==> config.mk <==
export PLATFORM = sky130hd
export DESIGN_NAME = fifo784_rd_ctrl
export DESIGN_NICKNAME = d
export VERILOG_FILES = /design/src/rtl/fifo784_rd_ctrl.sv
export SDC_FILE = /design/constraint.sdc
export NUM_CORES = 1
export LEC_CHECK = 0
export ABC_AREA = 1
export BUFFER_PORTS_ARGS = -buffer_cell sky130_fd_sc_hd__buf_2
export CORE_MARGIN = 5
export CORE_UTILIZATION = 33
export CTS_CLUSTER_SIZE = 16
export DETAILED_ROUTE_END_ITERATION = 8
export PLACE_DENSITY = 0.53
export SETUP_SLACK_MARGIN = 0.02
export SLEW_MARGIN = 20
export SYNTH_ARGS = -nofsm -noshare
export SYNTH_HDL_FRONTEND = slang
export SYNTH_SLANG_ARGS = --single-unit
==> constraint.sdc <==
create_clock -name rclk -period 5.7 [get_ports rclk]
set_clock_uncertainty 0.2 [all_clocks]
set_input_delay 0.855 -clock rclk [delete_from_list [all_inputs] [get_ports rclk]]
set_output_delay 0.855 -clock rclk [all_outputs]
set_load 0.03 [all_outputs]
==> src/rtl/fifo784_rd_ctrl.sv <==
// Frame read sequencer: drains one IMG_W x IMG_H frame from the CNN input FIFO onto a
// tagged valid/ready pixel stream. Define FIFO784_RDCTRL_UFCHK_EN to enable underflow checking.
module fifo784_rd_ctrl #(
    parameter int unsigned W      = 32,
    parameter int unsigned IMG_W  = 28,
    parameter int unsigned IMG_H  = 28,
    parameter int unsigned RD_LAT = 1
) (
    input  logic                     rclk,
    input  logic                     rrst,
    input  logic                     start,
    input  logic                     abort,
    output logic                     busy,
    output logic                     done,
    output logic                     fifo_re,
    input  logic [W-1:0]             fifo_dout,
    input  logic                     fifo_rempty,
    input  logic                     fifo_underflow,
    output logic                     m_valid,
    input  logic                     m_ready,
    output logic [W-1:0]             m_data,
    output logic [$clog2(IMG_H)-1:0] m_row,
    output logic [$clog2(IMG_W)-1:0] m_col,
    output logic                     m_sof,
    output logic                     m_eol,
    output logic                     m_eof,
    output logic                     err
);

    localparam int unsigned FN  = IMG_W * IMG_H;
    localparam int unsigned D   = RD_LAT + 1;
    localparam int unsigned NW  = $clog2(FN + 1);
    localparam int unsigned RW  = $clog2(IMG_H);
    localparam int unsigned CLW = $clog2(IMG_W);
    localparam int unsigned PW  = (D > 1) ? $clog2(D) : 1;
    localparam int unsigned CW  = $clog2(D + 1);

    typedef enum logic [1:0] {IDLE, RUN, DRAIN, DONE} state_t;

    state_t            state;
    logic [NW-1:0]     issued;
    logic [NW-1:0]     accepted;
    logic [W-1:0]      mem [D];
    logic [PW-1:0]     wr_ptr;
    logic [PW-1:0]     rd_ptr;
    logic [CW-1:0]     cnt;
    logic [CW-1:0]     inflight;
    logic [CW-1:0]     occ;
    logic [RD_LAT-1:0] pipe;
    logic              pop;
    logic              push;
    logic              uf_hit;
    logic              kill;

`ifdef FIFO784_RDCTRL_UFCHK_EN
    assign uf_hit = busy && fifo_underflow;

    always_ff @(posedge rclk) begin
        if (rrst)
            err <= 1'b0;
        else if (uf_hit)
            err <= 1'b1;
    end
`else
    logic unused_uf;
    assign unused_uf = fifo_underflow;
    assign uf_hit    = 1'b0;
    assign err       = 1'b0;
`endif

    assign kill    = abort || uf_hit;
    assign busy    = (state == RUN) || (state == DRAIN);
    assign done    = (state == DONE);
    assign m_valid = (cnt != '0);
    assign m_data  = mem[rd_ptr];
    assign m_sof   = m_valid && (accepted == '0);
    assign m_eol   = m_valid && (m_col == CLW'(IMG_W - 1));
    assign m_eof   = m_valid && (accepted == NW'(FN - 1));
    assign pop     = m_valid && m_ready;
    assign push    = pipe[RD_LAT-1];

    // Credit counts reads still in the latency pipe so a returning word always finds a slot.
    always_comb begin
        inflight = '0;
        for (int unsigned i = 0; i < RD_LAT; i++)
            inflight = inflight + CW'(pipe[i]);
        occ     = cnt + inflight;
        fifo_re = (state == RUN) && !fifo_rempty && (issued < NW'(FN))
                  && ((occ - CW'(pop)) < CW'(D));
    end

    always_ff @(posedge rclk) begin
        if (rrst) begin
            state    <= IDLE;
            issued   <= '0;
            accepted <= '0;
            m_row    <= '0;
            m_col    <= '0;
            cnt      <= '0;
            wr_ptr   <= '0;
            rd_ptr   <= '0;
            pipe     <= '0;
            for (int unsigned i = 0; i < D; i++)
                mem[i] <= '0;
        end else begin
            pipe <= RD_LAT'({pipe, fifo_re});
            if (fifo_re)
                issued <= issued + NW'(1);

            if (push) begin
                mem[wr_ptr] <= fifo_dout;
                wr_ptr      <= (wr_ptr == PW'(D - 1)) ? '0 : wr_ptr + PW'(1);
            end

            if (pop) begin
                rd_ptr   <= (rd_ptr == PW'(D - 1)) ? '0 : rd_ptr + PW'(1);
                accepted <= accepted + NW'(1);
                if (m_col == CLW'(IMG_W - 1)) begin
                    m_col <= '0;
                    m_row <= (m_row == RW'(IMG_H - 1)) ? '0 : m_row + RW'(1);
                end else begin
                    m_col <= m_col + CLW'(1);
                end
            end

            if (push && !pop)
                cnt <= cnt + CW'(1);
            else if (pop && !push)
                cnt <= cnt - CW'(1);

            case (state)
                IDLE: if (start && !kill) begin
                    state    <= RUN;
                    issued   <= '0;
                    accepted <= '0;
                    m_row    <= '0;
                    m_col    <= '0;
                end
                RUN: begin
                    if (pop && accepted == NW'(FN - 1))
                        state <= DONE;
                    else if (issued == NW'(FN))
                        state <= DRAIN;
                end
                DRAIN: if (pop && accepted == NW'(FN - 1))
                    state <= DONE;
                DONE:    state <= IDLE;
                default: state <= IDLE;
            endcase

            // Abort overrides everything above: late FIFO data in the pipe is discarded.
            if (kill && state != IDLE) begin
                state  <= IDLE;
                pipe   <= '0;
                cnt    <= '0;
                wr_ptr <= '0;
                rd_ptr <= '0;
            end
        end
    end

endmodule

Word level (Yosys, flattened, before mapping)
Memory sizes are Yosys's and may differ from the RTL's. A register that Yosys moved wholly into a read port is not among the register bits.
Cells that the tools add are included.
- bits in registers: 37
- memory bits (read-only): 0
- bits of input ports: 39
- bits in latches: 0
- memory bits (writable): 64
- memories: 1
- shift-type cells: 0
- add/subtract/negate cells: 10
- reductions and logical operators: 25
- bitwise operators: 0
- multiplexer cells: 34
- magnitude comparators: 2
- multipliers: 0
- eq/ne operators: 10
- div/mod/pow operators: 0
- memory list (name ; words ; bits a word ; rd ports ; clocked after Yosys merged registers in ; write ports ; RTL line ; source):
    mem ; 2 ; 32 ; 1 ; 1 ; 2 ; 43 ; logic [W-1:0] mem [D];
- operator list (cell ; number):
    $mux 10 ; 6
    $mux 5 ; 9
    $mux 32 ; 1
    $reduce_or 32->1 ; 1
    $add 10x1->10 const B ; 2
    $eq 10x10->1 const B ; 2
    $logic_and 1x1->1 ; 12
    $mux 2 ; 6
    $mux 1 ; 11
    $add 5x1->5 const B ; 2
    $eq 5x5->1 const B ; 2
    $logic_not 10->1 ; 1
    $lt 10x10->1 const B ; 1
    $pmux 2 s4 ; 1
    $reduce_bool 2->1 ; 3
    $eq 2x2->1 const B ; 2
    $logic_not 1->1 ; 4
    $ne 3x1->1 const B ; 1
    $reduce_and 3->1 ; 1
    $add 1x1->1 const B ; 2
    $add 2x1->2 ; 1
    $add 2x1->2 const B ; 1
    $eq 2x1->1 const B ; 1
    $logic_not 2->1 ; 1
    other kinds (7) ; 7

Logic depth before layout (Yosys ltp)
Gate-level depths: netlist (run 1).
- word-level depth: 8
- depth in mapped cells: 18
- gate-level depth less buffers: 17

Least setup slack after synthesis (run 1)
Ideal clock, no wire load.
- kind: input port to output port
- from: input port m_ready
- to: output port fifo_re
- path slack: 2521 ps
- data arrival time: 2124 ps
- data required time: 4645 ps
- stages on the path: 12
- buffers on the path: 1
- path through: nand2_4 -> clkbuf_1 -> ha_1 -> inv_1 -> nand2_1 -> clkinv_1 -> nand2_1 -> nand2_1 -> nand2_2 -> nand2_4 -> nand2_4 -> inv_2
- word-level cells in the longest chain between the ends: 4
- ends and longest elaborated chain (element ; RTL line ; source):
    from (decl) ; 20 ; input logic m_ready,
    $logic_and 1x1->1 ; 79 ; assign pop = m_valid && m_ready;
    $sub 2x1->2 ; 89 ; && ((occ - CW'(pop)) < CW'(D));
    $lt 2x2->1 ; 89 ;
    $logic_and 1x1->1 ; 89 ;
    to (decl) ; 15 ; output logic fifo_re,
Every way passes these cells.

Final worst setup path (run 1)
Same ends and word-level chain as after synthesis.

==> metrics.md, run 1 <==
| Metric | Value |
|---|---|
| Outcome | `finished, final reports clean` |
| Tcrit/Tclk final | `60.7%` |
| Count of state elements after synthesis | `102` |
| Top layer used by detailed routing | `met5` |
| Final design instance area without fill | `5690 um2` |
| Antenna Nets Post-Route | `0` |
| Simple-gate share of the synthesized area | `19.8%` |
| RSZ-0062 raised after global routing | `no` |
| Layout area overhead | `18.8%` |
| Placed cell area | `5420 um2` |
| Hold worst-path end | `issued[9]` |
| Clk slew on worst S/H paths | `0.07 ns` |
| CTS Buffer Depth | `2` |
| Gpl congestion | `0.826` |
| Vias in the first global route | `around 3400` |
| Syn Area/Cell | `about 9.5 um2` |
| CTS Root Cell | `clkbuf_16` |
| Critical path type | `input pin to output port` |
| Hold buffer count at cts | `0` |
| Die Ht | `130 um` |
| Num CTS Buffers | `9` |
| Reg2Reg Depth | `9` |
| Tot GR Track Use | `roughly an eighth` |
| # Max-Cap Violations | `0` |
| Relative slew slack | `roughly 41%` |
| IO buf count | `86` |
| H-tree levels | `3` |
| Synthesized netlist cell count | `roughly 510` |
| Hold_sp | `issued[9]` |
| Hold Path Stages | `2` |
| Post-CTS setup buffer count | `0` |
| Yosys top cell area share | `approximately two fifths` |
| DRT met1 WL | `4.56 mm` |
| Antenna violations before repair | `1` |
| Worst slew pin tran | `0.868 ns` |
| Grt ovf | `0` |
| Final hold viol count | `0` |
| Final setup violation count | `0` |
| Vias post-DR | `3550` |
| IR drop worst, VDD | `0.171 mV` |
| Total I/O pin count | `89` |
| Die Span X | `130 um` |
| Seq/Total Area, Yosys | `56.1%` |
| First-pass GRT wire length | `approximately 16 mm` |
| Largest family of logic cells by synthesized area | `simple AND/OR/NAND/NOR gates` |
| CTS tree | `built` |
| Syn Nets | `between 500 and 600` |
| Largest cells by area after synthesis | `edfxtp_1 (40%), dfxtp_1 (16%), nor2_1 (8.2%)` |
| Post-synth EDFFs | `64` |
| Clk_lat worst skew | `~0.35 ns` |
| Final Max Tran Viols | `0` |
| Die ar. | `17000 um2` |
| Met3 WL | `701 um` |
| Ys flop type | `edfxtp_1` |
| Final WL | `around 10 mm` |
| Adder-cell share of the synthesized area | `under 10%` |
| Gates resized, CTS repair | `0` |
| CTS Sinks | `102` |
| Remaining DRCs | `0` |
| Leading area contributor after synthesis | `edfxtp_1` |
| Initial core utilization | `33.3%` |
| R2r setup slk | `2.95 ns` |
| Fmax | `289 MHz` |
| 1st-iter DRT viols | `269` |
| Post-DP HPWL | `7.10 mm` |
| Asr flop ratio synth | `0%` |
| Wire length on met2 | `4.87 mm` |
| Post-synthesis xor/xnor area fraction | `0.732%` |
| Antenna cells | `0` |
| Share of post-route cells with drive strength above 1 | `around a quarter` |
| Worst Setup Start Kind | `input pin` |
| Critical Path Fanout Max | `14` |
| Via density | `4.54` |
| Mux cell area share after synthesis | `around 7.5%` |
| Mapped Area | `4790 um2` |
| CP endpoint kind | `output port` |
| Reg-to-reg startpoint | `state[0]` |
| Worst reg2reg endpoint | `m_row[3]` |
| Core region area | `14400 um2` |
| Post-route minimum period | `3.46 ns` |
| Data required time of the critical path | `roughly 4.6 ns` |
| DR WL/cell | `approximately 13 um` |
| FP Rows | `between 40 and 50` |
| Pin count of the biggest net entering global routing | `34` |
| CP arrival | `~2.4 ns` |
| Yosys warning total | `0` |
| Count of cell types in the netlist | `37` |
| Post-synthesis compound-gate area fraction | `5.10%` |
| P_leak | `2.54 nW` |
| Setup TNS | `0 ns` |
| Final nets | `643` |
| HP Class | `flip-flop to flip-flop` |
| DRT Pass-1 Iters | `4` |
| PwrDens | `346 nW/um2` |
## cell families (layout without fill, tap and decap cells)
kind of cell | after synthesis | count (layout)
AND/OR/NAND/NOR | 215 | 215
flip-flops | 102 | 102
buffers and inverters | 96 | 189
AO/OA/AOI/OAI | 44 | 44
multiplexers | 32 | 32
adder cells (fa/ha/maj) | 11 | 11
XOR/XNOR | 4 | 4
other | 1 | 1
## critical path, cell delays in order
cell	delay (ns)
buf_2	0.15
nand2_4	0.13
ha_1	0.31
inv_1	0.07
nand2_1	0.06
clkinv_1	0.06
nand2_1	0.07
nand2_1	0.08
nand2_2	0.06
nand2_4	0.09
nand2_4	0.11
inv_2	0.13
buf_2	0.21
## cell usage after synthesis (all sizes together) (3+ instances only)
cell type	count
nor2	111
inv	80
nand2	66
edfxtp	64
dfxtp	38
mux2	32
a21oi	19
nor3	16
o21ai	16
ha	11
nand3	10
clkbuf	9
nand4	7
buf	6
a31oi	3
o21a	3
## how the worst max path moves through the flow
stage | endpoint | cells past startpoint | slack (ns) | startpoint
global route | fifo_re | 13 | 2.02 | m_ready
floorplan | fifo_re | 12 | 2.52 | m_ready
detailed placement | fifo_re | 13 | 2.21 | m_ready
finish | fifo_re | 13 | 2.24 | m_ready
CTS | fifo_re | 13 | 2.22 | m_ready
global placement | fifo_re | 13 | 2.25 | m_ready
## metal layers
layer / track usage, % / up-vias
li1: - / 1814
met2: 21.2 / 82
met4: 5.20 / 2
met5: 0 / -
met3: 3.25 / 13
met1: 14.6 / 1639
## state kept, by name (all words and copies together) (netlist names), named ones only
signal and flops:
accepted 10, cnt 2, wr_ptr 1, state 2, mem 64, issued 10, m_col 5, rd_ptr 1
m_row 5, pipe 1
## cell usage in the layout (no fill, tap or decap), types with 2 or more instances in the layout
master / n
nor2_1: 105
buf_4: 6
buf_2: 86
xnor2_1: 2
a31oi_1: 3
o21a_1: 3
ha_1: 11
nand2_2: 3
o21ai_0: 11
inv_2: 4
nor3_1: 16
mux2_2: 26
o21ai_1: 5
nand2_1: 59
xor2_1: 2
inv_1: 76
nor2_4: 3
nor2_2: 3
a21oi_1: 18
a211oi_1: 2
nand3_1: 9
edfxtp_1: 64
nand4_1: 7
mux2_1: 6
dfxtp_1: 38
nor3b_1: 2
clkinv_1: 3
clkbuf_16: 9
nand2_4: 4
## stage by stage
step,hold WS (ns),power [mW],setup WS (ns),instances,utilization (%)
3_3_place_gp,0.250,1.41,2.25,766,37.7
4_1_cts,0.272,2.00,2.22,782,39.6
6_report,0.270,1.97,2.24,782,39.6
3_5_place_dp,0.260,1.43,2.21,766,37.7
2_1_floorplan,0.240,1.28,2.52,505,-
5_1_grt,0.288,2.08,2.02,782,39.6
## where the power goes
group	internal (mW)	total, mW	switching (mW)
registers	0.831	0.863	0.0314
logic	0.172	0.540	0.367
clock network	0.295	0.566	0.271
## final cells by class
type | instances | area [um2]
fillers | 1445 | 8680
repair buffers | 92 | 475
clock buffers | 10 | 229
flip-flops and latches | 102 | 2680
well taps | 184 | 230
inverters | 81 | 304
clock inverters | 6 | 37.5
multi-input cells | 307 | 1730
(Power assumes the default switching activity.)
==> run 2: changes to the inputs <==
--- a/config.mk
+++ b/config.mk
@@ -5,7 +5,7 @@
 export SDC_FILE = /design/constraint.sdc
 export NUM_CORES = 1
 export LEC_CHECK = 0
-export ABC_AREA = 1
+export ABC_AREA = 0
 export BUFFER_PORTS_ARGS = -buffer_cell sky130_fd_sc_hd__buf_2
 export CORE_MARGIN = 5
 export CORE_UTILIZATION = 33
==> constraint.sdc (replaced) <==
create_clock -name rclk -period 3.6 [get_ports rclk]
set_clock_uncertainty 0.2 [all_clocks]
set_input_delay 0.54 -clock rclk [delete_from_list [all_inputs] [get_ports rclk]]
set_output_delay 0.54 -clock rclk [all_outputs]
set_load 0.03 [all_outputs]
==> metrics.md, run 2 <==
| Metric | Value |
|---|---|
| Most common cell after layout, fill and taps aside | `buf_2 (was nor2_1)` |
| Antenna cells | `0 (unchanged)` |
| Synth cell count leaders | `and2_1 (64), edfxtp_1 (64), dfxtp_1 (38) (was nor2_1 (105), inv_1 (76), edfxtp_1 (64))` |
| Clk slew on worst S/H paths | `0.07 ns (about the same)` |
| Count of state elements after synthesis | `102 (unchanged)` |
| Ys flop type | `edfxtp_1 (unchanged)` |
| Final Max Tran Viols | `0 (unchanged)` |
| Biggest regs | `mem (64), accepted (10), issued (10) (unchanged)` |
| Syn Nets | `455 (was 555)` |
| Pin count of the biggest net entering global routing | `33 (was 34)` |
| HP Class | `input pin to flip-flop (was flip-flop to flip-flop)` |
| Die Ht | `129 um (was 130 um)` |
| Worst Setup Start Kind | `flip-flop (was input pin)` |
| Critical path type | `flip-flop to output port (was input pin to output port)` |
| Worst slew pin tran | `0.937 ns (was 0.868 ns)` |
| Max reg flops | `64 (unchanged)` |
| PwrDens | `560 nW/um2 (was 346 nW/um2)` |
| Antenna violations before repair | `0 (was 1)` |
| Yosys top cell area share | `41.2% (was 40.2%)` |
| Layout Cells excl Fill | `677 (was 782)` |
| Setup TNS | `0 ns (unchanged)` |
| Most flop-heavy register | `mem (unchanged)` |
| FP Rows | `43 (was 44)` |
| CTS tree | `built (unchanged)` |
| Data required time of the critical path | `2.86 ns (was 4.64 ns)` |
| Slowest stage delay, CP | `0.44 ns (was 0.31 ns)` |
| Syn Area/Cell | `11.5 um2 (was 9.48 um2)` |
| Asr flop ratio synth | `0% (unchanged)` |
| Remaining DRCs | `0 (unchanged)` |
| IO buf count | `86 (unchanged)` |
| Total I/O pin count | `89 (unchanged)` |
| Critical Path Fanout Max | `8 (was 14)` |
| Largest cells by area after synthesis | `edfxtp_1 (41%), dfxtp_1 (16%), and2_1 (8.6%) (was edfxtp_1 (40%), dfxtp_1 (16%), nor2_1 (8.2%))` |
| P_leak | `2.25 nW (was 2.54 nW)` |
| Vias in the first global route | `3172 (was 3426)` |
| Die Span X | `129 um (was 130 um)` |
| CP endpoint kind | `output port (unchanged)` |
| Antenna Nets Post-Route | `0 (unchanged)` |
| Outcome | `finished, final reports clean (unchanged)` |
| Share of post-route cells with drive strength above 1 | `29.8% (was 25.3%)` |
| Tcrit/Tclk final | `94.8%` |
| H-tree levels | `3 (unchanged)` |
| Post-DP HPWL | `6.57 mm (was 7.10 mm)` |
| Post-synth EDFFs | `64 (unchanged)` |
| Met3 usage | `2.66% (was 3.25%)` |
| Tot GR Track Use | `12.2% (was 12.3%)` |
| Worst hold slack | `0.278 ns (was 0.270 ns)` |
| Layout area overhead | `19.8% (was 18.8%)` |
| Seq/Total Area, Yosys | `57.5% (was 56.1%)` |
| Fillcell total | `1373 (was 1445)` |
| CTS Sinks | `102 (unchanged)` |
| RSZ-0062 raised after global routing | `no (unchanged)` |
| Mapped Area | `4660 um2 (was 4790 um2)` |
| Commonest cells after routing, fill and taps aside | `buf_2 (86), and2_1 (64), edfxtp_1 (64), dfxtp_1 (36), mux2_2 (32) (was nor2_1 (105), buf_2 (86), inv_1 (76), edfxtp_1 (64), nand2_1 (59))` |
| Dpl cells | `661 (was 766)` |
| Via density | `4.77 (was 4.54)` |
| DRT Pass-1 Iters | `4 (unchanged)` |
| Setup WS post-layout | `0.187 ns (was 2.24 ns)` |
| Final nets | `542 (was 643)` |
| Clk_lat worst skew | `0.35 ns (about the same)` |
| Count of cell types in the netlist | `44 (was 37)` |
| Die ar. | `16600 um2 (was 17000 um2)` |
| Slowest CP cell | `dfxtp_1 (was ha_1)` |
| Num CTS Buffers | `9 (unchanged)` |
| Yosys warning total | `0 (unchanged)` |
| # Max-Cap Violations | `0 (unchanged)` |
| Core region area | `13900 um2 (was 14400 um2)` |
| First-pass GRT wire length | `15.6 mm (was 16.3 mm)` |
| Vias post-DR | `3226 (was 3550)` |
| Initial core utilization | `33.6% (was 33.3%)` |
| Fmax | `293 MHz` |
| M2 GR Usage | `20.2% (was 21.2%)` |
| Routing usage on met1 | `15.0% (was 14.6%)` |
| Final setup violation count | `0 (unchanged)` |
| CTS Buffer Depth | `2 (unchanged)` |
| Final WL | `9.81 mm (was 10.3 mm)` |
| Post-route minimum period | `3.41 ns` |
| Gpl congestion | `0.781 (was 0.826)` |
| 1st-iter DRT viols | `162 (was 269)` |
| Worst slack, placed | `0.267 ns (was 2.21 ns)` |
| Synthesized netlist cell count | `405 (was 505)` |
| CP arrival | `2.67 ns (was 2.41 ns)` |
| Leading area contributor after synthesis | `edfxtp_1 (unchanged)` |
| CTS Root Cell | `clkbuf_16 (unchanged)` |
| DR WL/cell | `14.5 um (was 13.2 um)` |
| IR drop worst, VDD | `0.336 mV (was 0.171 mV)` |
| Crit-path cells | `nor2_4 > nor2b_1 > inv_2 > ha_1 > nand2b_1 > a311o_1 > a211o_1 > inv_1 > buf_2 (was buf_2 > nand2_4 > ha_1 > inv_1 > nand2_1 > clkinv_1 > nand2_1 > nand2_1 > nand2_2 > nand2_4 > nand2_4 > inv_2 > buf_2)` |
| Post-Route Utilization | `40.3% (was 39.6%)` |
| Relative slew slack | `37.6% (was 41.5%)` |
| Final hold viol count | `0 (unchanged)` |
| Global route hottest layer | `met2 (unchanged)` |
| Grt ovf | `0 (unchanged)` |
## run 2: cell types whose count changed after synthesis, moves of 6 or more
cell	delta
nor2_1	-77
mux2_2	+6
nand2_1	-35
or3_1	+8
nor3_1	-11
xor2_1	+11
and2_1	+64
inv_1	-62
## run 2: cells by family after synthesis
group / after synthesis / share of synthesized area [%]
simple gates: 165 / 19.6
flops: 102 / 57.5
buf+inv: 32 / 2.68
xor+xnor: 17 / 3.19
compound gates: 42 / 5.55
other cells: 1 / 0.0804
fa+ha+maj: 11 / 2.95
mux: 35 / 8.40
## run 2: worst paths after layout
check | from | to | slack, ns | cells after the start
worst max-delay path | cnt[1] | fifo_re | 0.19 | 9
worst min-delay path | fifo_dout[25] | mem[0][25] | 0.28 | 2
worst max register to register | cnt[1] | issued[6] | 0.49 | 10
worst min register to register | issued[0] | issued[0] | 0.30 | 2
## run 2: stage by stage
stage,cell area (um2),power [mW]
finish,5590,3.13
global route,5590,3.30
CTS,5580,3.18
detailed placement,5320,2.26
global placement,5320,2.25
floorplan,4660,2.02
## run 2: layout make-up
class                   count  area (um2)  area share [%]
clock buffers              13         243            4.34
well taps                 180         225            4.03
multi-input cells         271        1870            33.5
flip-flops and latches    102        2690            48.1
repair buffers             93         483            8.64
inverters                  15        56.3            1.01
clock inverters             3        21.3           0.381
## run 2: power by group
part	leakage, nW	switching, mW	internal, mW
Sequential	0.970	0.0940	1.33
Clock	0.130	0.419	0.477
Combinational	1.15	0.513	0.297
Total	2.25	1.03	2.10
## run 2: per-layer routing
metal | vias to the layer above | part of all wire [%]
met1 | 1555 | 44
met3 | 18 | 5.4
met4 | 0 | 2.3
met5 | - | 0
li1 | 1585 | -
met2 | 68 | 48
## run 2: repair_timing
action / in CTS / in global routing
gates cloned: 0 / 0
hold buffers: 0 / 0
setup endpoints to repair: 1 / 1
setup buffers: 0 / 0
resized for setup: 1 / 2
## run 2: worst max-delay path, delay by kind of cell (launching register included)
| family | cells | cell delay (ns) |
|---|---|---|
| buffers and inverters | 3 | 0.40 |
| AOI/OAI and AO/OA | 2 | 0.67 |
| DFF | 1 | 0.44 |
| and+or+nand+nor | 3 | 0.46 |
| adders and majority gates | 1 | 0.35 |
